--- src/rtl/mips_interrupt_controller.sv ---
// mips_interrupt_controller
//
// Collects N_IRQ external interrupt lines, keeps per-source pending/mask/edge
// state, and presents the highest-priority enabled source to COPROCESSOR0 as a
// single request with a handler vector. Each request runs IDLE -> REQ ->
// SERVICE -> IDLE (request, acknowledge, ERET). There is no nesting.
//
// Ports:
//   i_clk              clock, all state on rising edge
//   i_rst              synchronous active-high reset
//   i_irq              raw interrupt lines (asynchronous to i_clk)
//   i_global_ie        COPROCESSOR0 status IE bit
//   i_cfg_we           register write strobe
//   i_cfg_addr         0 MASK, 1 EDGE, 2 PENDING (write-1-to-clear), 3 VBASE
//   i_cfg_wdata        write data
//   o_cfg_rdata        combinational read data for i_cfg_addr
//   o_int_req          interrupt request to COPROCESSOR0
//   o_int_id           id of the requested source
//   o_handler_address  VBASE + (id << VECTOR_STRIDE_LOG2), latched with the id
//   i_int_ack          COPROCESSOR0 took the exception (one-cycle pulse)
//   i_eret             handler executed ERET (one-cycle pulse)
//   o_in_service       high while a handler runs
module mips_interrupt_controller #(
  parameter int unsigned N_IRQ              = 8,
  parameter logic [31:0] VECTOR_BASE        = 32'h0000_0024,
  parameter int unsigned VECTOR_STRIDE_LOG2 = 3
) (
  input  logic             i_clk,
  input  logic             i_rst,
  input  logic [N_IRQ-1:0] i_irq,
  input  logic             i_global_ie,
  input  logic             i_cfg_we,
  input  logic [1:0]       i_cfg_addr,
  input  logic [31:0]      i_cfg_wdata,
  output logic [31:0]      o_cfg_rdata,
  output logic             o_int_req,
  output logic [4:0]       o_int_id,
  output logic [31:0]      o_handler_address,
  input  logic             i_int_ack,
  input  logic             i_eret,
  output logic             o_in_service
);

  typedef enum logic [1:0] {
    StIdle,
    StReq,
    StService
  } state_e;

  localparam logic [1:0] AddrMask    = 2'd0;
  localparam logic [1:0] AddrEdge    = 2'd1;
  localparam logic [1:0] AddrPending = 2'd2;
  localparam logic [1:0] AddrVbase   = 2'd3;

  state_e state_q, state_d;

  logic [N_IRQ-1:0] s1_q, s2_q, s3_q;
  logic [N_IRQ-1:0] mask_q, edge_q, pending_q, pending_d;
  logic [31:0]      vbase_q;
  logic [4:0]       int_id_q;
  logic [31:0]      handler_addr_q;

  logic [N_IRQ-1:0] eligible;
  logic [N_IRQ-1:0] cur_sel;    // one-hot of the latched id
  logic [N_IRQ-1:0] w1c;
  logic [N_IRQ-1:0] ack_clr;
  logic [4:0]       winner;
  logic             any_eligible;
  logic             cur_eligible;
  logic             latch_req;
  logic             ack_take;

  // Priority pick: lowest set index wins.
  always_comb begin
    eligible     = pending_q & mask_q;
    any_eligible = |eligible;
    winner       = '0;
    cur_sel      = '0;
    for (int i = 0; i < int'(N_IRQ); i++) begin
      if (eligible[i] && (winner == '0) && !eligible[0]) begin
        // first set bit above index 0; index 0 leaves winner at 0
        winner = 5'(i);
      end
      cur_sel[i] = (int_id_q == 5'(i));
    end
    cur_eligible = |(eligible & cur_sel);
  end

  // Request sequencing.
  always_comb begin
    state_d   = state_q;
    latch_req = 1'b0;
    ack_take  = 1'b0;
    unique case (state_q)
      StIdle: begin
        if (any_eligible && i_global_ie) begin
          state_d   = StReq;
          latch_req = 1'b1;
        end
      end
      StReq: begin
        // Ack beats withdrawal when both happen in one cycle.
        if (i_int_ack) begin
          state_d  = StService;
          ack_take = 1'b1;
        end else if (!i_global_ie || !cur_eligible) begin
          state_d = StIdle;
        end
      end
      StService: begin
        if (i_eret) begin
          state_d = StIdle;
        end
      end
      default: state_d = StIdle;
    endcase
  end

  // Edge sources: set beats clear. Level sources just track the synchronised line.
  always_comb begin
    w1c       = (i_cfg_we && (i_cfg_addr == AddrPending)) ? i_cfg_wdata[N_IRQ-1:0] : '0;
    ack_clr   = ack_take ? cur_sel : '0;
    pending_d = (edge_q & ((s2_q & ~s3_q) | (pending_q & ~(w1c | ack_clr))))
              | (~edge_q & s2_q);
  end

  always_ff @(posedge i_clk) begin
    if (i_rst) begin
      state_q        <= StIdle;
      s1_q           <= '0;
      s2_q           <= '0;
      s3_q           <= '0;
      mask_q         <= '0;
      edge_q         <= '0;
      pending_q      <= '0;
      vbase_q        <= VECTOR_BASE;
      int_id_q       <= '0;
      handler_addr_q <= VECTOR_BASE;
    end else begin
      state_q   <= state_d;
      s1_q      <= i_irq;
      s2_q      <= s1_q;
      s3_q      <= s2_q;
      pending_q <= pending_d;
      if (i_cfg_we && (i_cfg_addr == AddrMask)) begin
        mask_q <= i_cfg_wdata[N_IRQ-1:0];
      end
      if (i_cfg_we && (i_cfg_addr == AddrEdge)) begin
        edge_q <= i_cfg_wdata[N_IRQ-1:0];
      end
      if (i_cfg_we && (i_cfg_addr == AddrVbase)) begin
        vbase_q <= i_cfg_wdata;
      end
      // Vector is captured with the id so later VBASE writes leave it alone.
      if (latch_req) begin
        int_id_q       <= winner;
        handler_addr_q <= vbase_q + (32'(winner) << VECTOR_STRIDE_LOG2);
      end
    end
  end

  always_comb begin
    o_cfg_rdata = '0;
    unique case (i_cfg_addr)
      AddrMask:    o_cfg_rdata = 32'(mask_q);
      AddrEdge:    o_cfg_rdata = 32'(edge_q);
      AddrPending: o_cfg_rdata = 32'(pending_q);
      AddrVbase:   o_cfg_rdata = vbase_q;
      default:     o_cfg_rdata = '0;
    endcase
  end

  assign o_int_req         = (state_q == StReq);
  assign o_in_service      = (state_q == StService);
  assign o_int_id          = int_id_q;
  assign o_handler_address = handler_addr_q;

  // Write data above N_IRQ only matters for VBASE.
  if (N_IRQ < 32) begin : g_unused
    logic unused_wdata_hi;
    assign unused_wdata_hi = ^i_cfg_wdata[31:N_IRQ];
  end

endmodule

--- config.mk ---
export PLATFORM = sky130hd
export DESIGN_NAME = mips_interrupt_controller
export DESIGN_NICKNAME = d
export VERILOG_FILES = /design/src/rtl/mips_interrupt_controller.sv
export SDC_FILE = /design/constraint.sdc
export NUM_CORES = 1
export LEC_CHECK = 0
export ABC_AREA = 1
export CAP_MARGIN = 25
export CORE_MARGIN = 5
export CORE_UTILIZATION = 24
export CTS_CLUSTER_DIAMETER = 40
export DETAILED_ROUTE_END_ITERATION = 10
export PLACE_DENSITY = 0.41
export SYNTH_ARGS = -nofsm -noshare
export SYNTH_HDL_FRONTEND = slang
export SYNTH_SLANG_ARGS = --single-unit
--- constraint.sdc ---
create_clock -name i_clk -period 6.6 [get_ports i_clk]
set_input_delay 1.32 -clock i_clk [delete_from_list [all_inputs] [get_ports i_clk]]
set_output_delay 1.32 -clock i_clk [all_outputs]
set_load 0.005 [all_outputs]
==> impl_metrics.yaml, run 1 <==
timing:
  setup_viol: 0
  finalSetupTns_ns: 0
  slew_violations: 0
  period_share_pct: 68.47
  fin_hold_ws_ns: 0.3998
  report.final.hold_viol_count: 0
  fmax_mhz: 221.3
  period_minus_slack_ns: 4.519
  relSlewSlack_pct: 34.80
  finClkSkew_ns: 0.01295
  grt_setup_unrepaired: "false"
  worstMarginPinSlew_ns: 0.9766
floorplan:
  start_util_pct: 24.24
  core_area_um2: 23400
  die_w_um: 163.7
  rows: 56
  die_area_um2: 26810
  die_y_um: 163.7
  io_pins: 119
finish:
  diodes: 0
  final_cell_area_um2: 7696
  syn2layout_area_growth_pct: 35.66
  drive_gt1_share_pct: 6.282
  final_common_cell: "nand2_1"
  layout_common_cells: "nand2_1, nor2_1, inv_1, dfxtp_1, clkdlybuf4s50_1"
  nNetsFinal: 1026
  fillers: 2637
clocking:
  clock-sinks: 117
  postCtsSetupBuffers: 0
  root_buffer: "clkbuf_16"
  cts_hold_buf: 0
  cts_buffers: 17
  cts_max_path_buffers: 2
  tritoncts: "done"
  worstSkewPairLatency_ns: 0.42
  clkTransAtPathRegs_ns: 0.06
  cts_resized: 0
  htree_levels: 4
power:
  power.leakage_nw: 3.048
  vdd_drop_max_mv: 0.1669
  pwr-share-clk_pct: 50.8
  p_sw_uw: 468.2
  internal-power_mw: 1.386
  power_frac_comb_pct: 8.4
  power.density_nw_per_um2: 240.9
  switching_share_pct: 25.25
  seqPwrFrac_pct: 40.7
placed_design:
  hpwl_um: 14440
  gp_congestion: 0.8623
  postPlaceCellArea_um2: 7094
  port_buffers: 116
drt:
  dr_total_vias: 5601
  vias_per_cell: 4.289
  drtAntennaViolNets: 0
  drc: 0
  drt-wirelength-per-cell_um: 14.85
  first_iter_violations: 307
  routed_wl_um: 19400
  drt-pass1-iter-count: 4
worst_hold_path:
  worstHoldStart: "s1_q[1]"
  min_delay_path_depth: 2
  hp-class: "reg2reg"
worst_setup_path:
  r2r.worst_path.cells: 17
  path_max_fanout: 17
  r2r-start: "pending_q[5]"
  crit_required_ns: 5.28
  crit_path_end_kind: "output pin"
  worstSetupPathType: "in2out"
  startpoint: "i_cfg_addr[0]"
  critPathLaunchType: "primary input"
  crit_arrival_ns: 3.20
global_routing:
  grt_use_total_pct: 14.83
  grt_pass1_vias: 5631
  grt_max_degree: 61
  overflow: 0
  grt_pass1_wl_um: 31180
  antenna_found_initial: 0
yosys:
  netlist_area_um2: 5673
  seq_area_frac_synth_pct: 41.29
  synth.distinct_cells: 33
  ys_ff_latch: 117
  yosys_warnings: 0
  synthCells: 869
  synth.avg_cell_area_um2: 6.528
status:
  status: "completed"
job:
  cap_viol_max_count: 0
-- cells by family (layout without fill, tap and decap cells) --
logic type      count (synthesis)  in the layout  share of synthesized area [%]
compound gates                142            142                          13.56
xor+xnor                        5              5                         0.7719
flops                         117            117                          41.29
other cells                     1              2                        0.06610
fa+ha+maj                       4              4                          1.015
buf+inv                       155            272                          10.83
simple gates                  445            445                          32.47
-- worst max-delay path, stage by stage --
cell             delay (ns)
clkdlybuf4s50_1        0.51
inv_1                  0.07
nor2_2                 0.50
nand2_1                0.10
o2111ai_1              0.14
clkdlybuf4s50_1        0.55
-- area by class of cell --
| cell class | instances | area, um2 | area share [%] |
|---|---|---|---|
| clock buffers | 20 | 456.7 | 5.934 |
| well taps | 319 | 399.1 | 5.186 |
| multi-input cells | 598 | 2720 | 35.34 |
| flip-flops and latches | 117 | 2342 | 30.43 |
| repair buffers | 119 | 1179 | 15.31 |
| inverters | 121 | 454.2 | 5.901 |
| clock inverters | 12 | 145.1 | 1.886 |
-- state kept, by name, indices dropped and copies added (netlist names) --
name / count
s2_q: 8
pending_q: 8
s1_q: 8
edge_q: 8
mask_q: 8
s3_q: 8
state_q: 2
o_int_id: 3
o_handler_address: 32
vbase_q: 32
-- synthesized netlist by cell type --
cell type  number  share of area (%)
o21ai_0        51                4.5
conb_1          1              0.066
nor2_2          7               0.77
buf_6           2               0.40
nand3_1        46                4.1
o2111ai_1       8                1.2
nand4_1        17                1.9
nor4_1          2               0.22
or2_1           1               0.11
xor2_1          5               0.77
nor2_4          1               0.20
nand2_2         4               0.44
inv_1         117                7.7
ha_1            3               0.66
a21oi_1        68                6.0
nor3_1          1              0.088
buf_1           3               0.20
buf_2           8               0.71
clkbuf_1       19                1.3
or2_2           3               0.33
dfxtp_1       117                 41
o21ai_1         7               0.62
nor2_1        131                8.7
o21bai_1        1               0.13
nand3_2         1               0.18
fa_1            1               0.35
nand2_1       230                 15
clkinv_1        1              0.066
buf_4           2               0.26
a21oi_2         5               0.77
inv_2           3               0.20
nand3_4         1               0.31
o21ai_2         2               0.31
-- power groups by stage --
stage          Sequential, mW  Clock, mW  Combinational [mW]
3_3_place_gp            0.772          0               0.160
3_5_place_dp            0.771          0               0.160
4_1_cts                 0.756      0.968               0.161
6_report                0.756      0.942               0.157
5_1_grt                 0.760       1.00               0.177
2_1_floorplan           0.764          0              0.0803
-- metrics by stage --
stage          utilization, %  worst slack (ns)  cells  power [mW]
6_report                32.89             2.081   1306       1.854
5_1_grt                 32.89             1.933   1306       1.941
4_1_cts                 32.89             2.055   1306       1.884
3_5_place_dp            30.31             2.053   1274      0.9303
3_3_place_gp            30.31             2.033   1274      0.9318
2_1_floorplan               -             3.368    870      0.8441
-- path summary, 6_finish.rpt --
path	end	slack, ns
setup reg to reg	o_handler_address[31]	3.44
hold / removal	s2_q[1]	0.40
hold reg to reg	s2_q[1]	0.40
setup / recovery	o_cfg_rdata[1]	2.08
-- layer usage --
metal,part of all wire (%),vias up,global-route usage [%]
met2,46,134,24.39
met5,0,-,0
met3,5.7,19,4.015
met1,47,2499,19.39
li1,-,2949,-
met4,1.3,0,3.622
No activity file was read; power rests on OpenSTA's default activity.
==> run 2: changes to the inputs <==
PLACE_DENSITY = 0.42   (was 0.41)
clock period = 3.7 ns   (was 6.6 ns; I/O delays follow)
==> run 2 against run 1 <==
Compared with the run above:
- routed wire length is 0.92% higher
- die area stayed put
- total power is 76% higher
- utilization increased by 0.075 points
- critical endpoint is now o_cfg_rdata[31]
- flip-flop and latch count did not move
- highest routed layer unchanged
- register-to-register slack got worse by 2.9 ns
- via count increased by 0.96%
- largest power group unchanged
- clock power rose by 74%
- worst setup slack got worse by 1.7 ns
==> impl_metrics.yaml, run 2 (same netlist as run 1, synthesis figures left out) <==
timing:
  period_share_pct: 89.90
  report.final.hold_viol_count: 0
  relSlewSlack_pct: 38.75
  fin_ws_ns: 0.3736
  fmax_mhz: 300.6
  finalSetupTns_ns: 0
  worstMarginPinSlew_ns: 0.9187
  finClkSkew_ns: 0.007750
  setup_viol: 0
  period_minus_slack_ns: 3.326
  grt_setup_unrepaired: "false"
  slew_violations: 0
worst_hold_path:
  worstHoldStart: "s1_q[0]"
  hold_end: "s2_q[0]"
  hp-class: "reg2reg"
  min_delay_path_depth: 2
finish:
  fillers: 2623
  layout.cells.non_filler: 1311
  nNetsFinal: 1031
  drive_gt1_share_pct: 6.855
  syn2layout_area_growth_pct: 35.97
  diodes: 0
  layout_common_cells: "nand2_1, nor2_1, inv_1, dfxtp_1, clkdlybuf4s50_1"
  final_cell_area_um2: 7714
  final_common_cell: "nand2_1"
drt:
  drtAntennaViolNets: 0
  vias_per_cell: 4.314
  first_iter_violations: 279
  drc: 0
  routed_wl_um: 19570
  dr_total_vias: 5655
  drt-pass1-iter-count: 7
  drt-wirelength-per-cell_um: 14.93
clocking:
  worstSkewPairLatency_ns: 0.42
  htree_levels: 4
  tritoncts: "done"
  cts_hold_buf: 0
  cts_max_path_buffers: 2
  clkTransAtPathRegs_ns: 0.06
  cts_resized: 0
  postCtsSetupBuffers: 0
  root_buffer: "clkbuf_16"
  cts_buffers: 17
  clock-sinks: 117
worst_setup_path:
  critPathLaunchType: "primary input"
  r2r-start: "pending_q[5]"
  crit_required_ns: 2.96
  crit_path_end_kind: "output pin"
  path_max_fanout: 24
  crit_arrival_ns: 2.59
  reg2reg_slack_ns: 0.55
  r2r-end: "o_handler_address[31]"
  worstSetupPathType: "in2out"
  r2r.worst_path.cells: 17
global_routing:
  grt_pass1_vias: 5476
  grt_use_total_pct: 14.77
  grt_pass1_wl_um: 30860
  overflow: 0
  antenna_found_initial: 0
  grt_max_degree: 62
floorplan:
  rows: 56
  die_w_um: 163.7
  start_util_pct: 24.24
  die_area_um2: 26810
  die_y_um: 163.7
  core_area_um2: 23400
  io_pins: 119
power:
  power.density_nw_per_um2: 424.1
  vdd_drop_max_mv: 0.2860
  power.leakage_nw: 3.060
placed_design:
  placed_cells: 1279
  hpwl_um: 14290
  gp_congestion: 0.8198
  postPlaceCellArea_um2: 7132
  dpl_worst_slack_ns: 0.3781
  port_buffers: 116
status:
  status: "completed"
job:
  cap_viol_max_count: 0
==> run 2: worst max path at each step <==
| stage | from | end | slack (ns) |
|---|---|---|---|
| 5_1_grt | i_cfg_addr[1] | o_cfg_rdata[24] | 0.22 |
| 2_1_floorplan | pending_q[5] | o_handler_address[19] | 1.33 |
| 6_report | i_cfg_addr[1] | o_cfg_rdata[31] | 0.37 |
| 3_5_place_dp | i_cfg_addr[1] | o_cfg_rdata[24] | 0.38 |
| 3_3_place_gp | i_cfg_addr[1] | o_cfg_rdata[30] | 0.44 |
| 4_1_cts | i_cfg_addr[1] | o_cfg_rdata[24] | 0.38 |
==> run 2: metrics by stage <==
stage	power (mW)	hold WS, ns	utilization (%)
global placement	1.666	0.3911	30.47
floorplan	1.506	0.3883	-
global route	3.411	0.4151	32.96
CTS	3.314	0.4005	32.96
detailed placement	1.663	0.3917	30.47
finish	3.271	0.3995	32.96
==> run 2: metal layers <==
layer	vias up	GRT usage (%)	wire length [um]	share of wire, %
met4	0	3.393	174	0.89
met1	2537	19.32	8954	46
met2	135	24.60	9381	48
met5	-	0	0	0
met3	15	3.689	1063	5.4
li1	2968	-	-	-
==> run 2: layout make-up <==
class | instances | area [um2] | area share (%)
multi-input cells | 598 | 2720 | 35.26
flip-flops and latches | 117 | 2342 | 30.37
repair buffers | 124 | 1216 | 15.77
inverters | 121 | 454.2 | 5.888
clock buffers | 18 | 439.2 | 5.693
well taps | 319 | 399.1 | 5.174
clock inverters | 14 | 142.6 | 1.849
==> run 2: power breakdown <==
group | internal (mW) | switching, mW | total [mW]
Combinational | 0.128 | 0.158 | 0.286
Sequential | 1.31 | 0.0371 | 1.35
Clock | 0.960 | 0.679 | 1.64
==> run 2: worst max-delay path, cell delays in order <==
cell	delay [ns]
clkdlybuf4s50_1	0.55
nand2_1	0.29
buf_4	0.33
nor2_1	0.13
clkdlybuf4s50_1	0.52
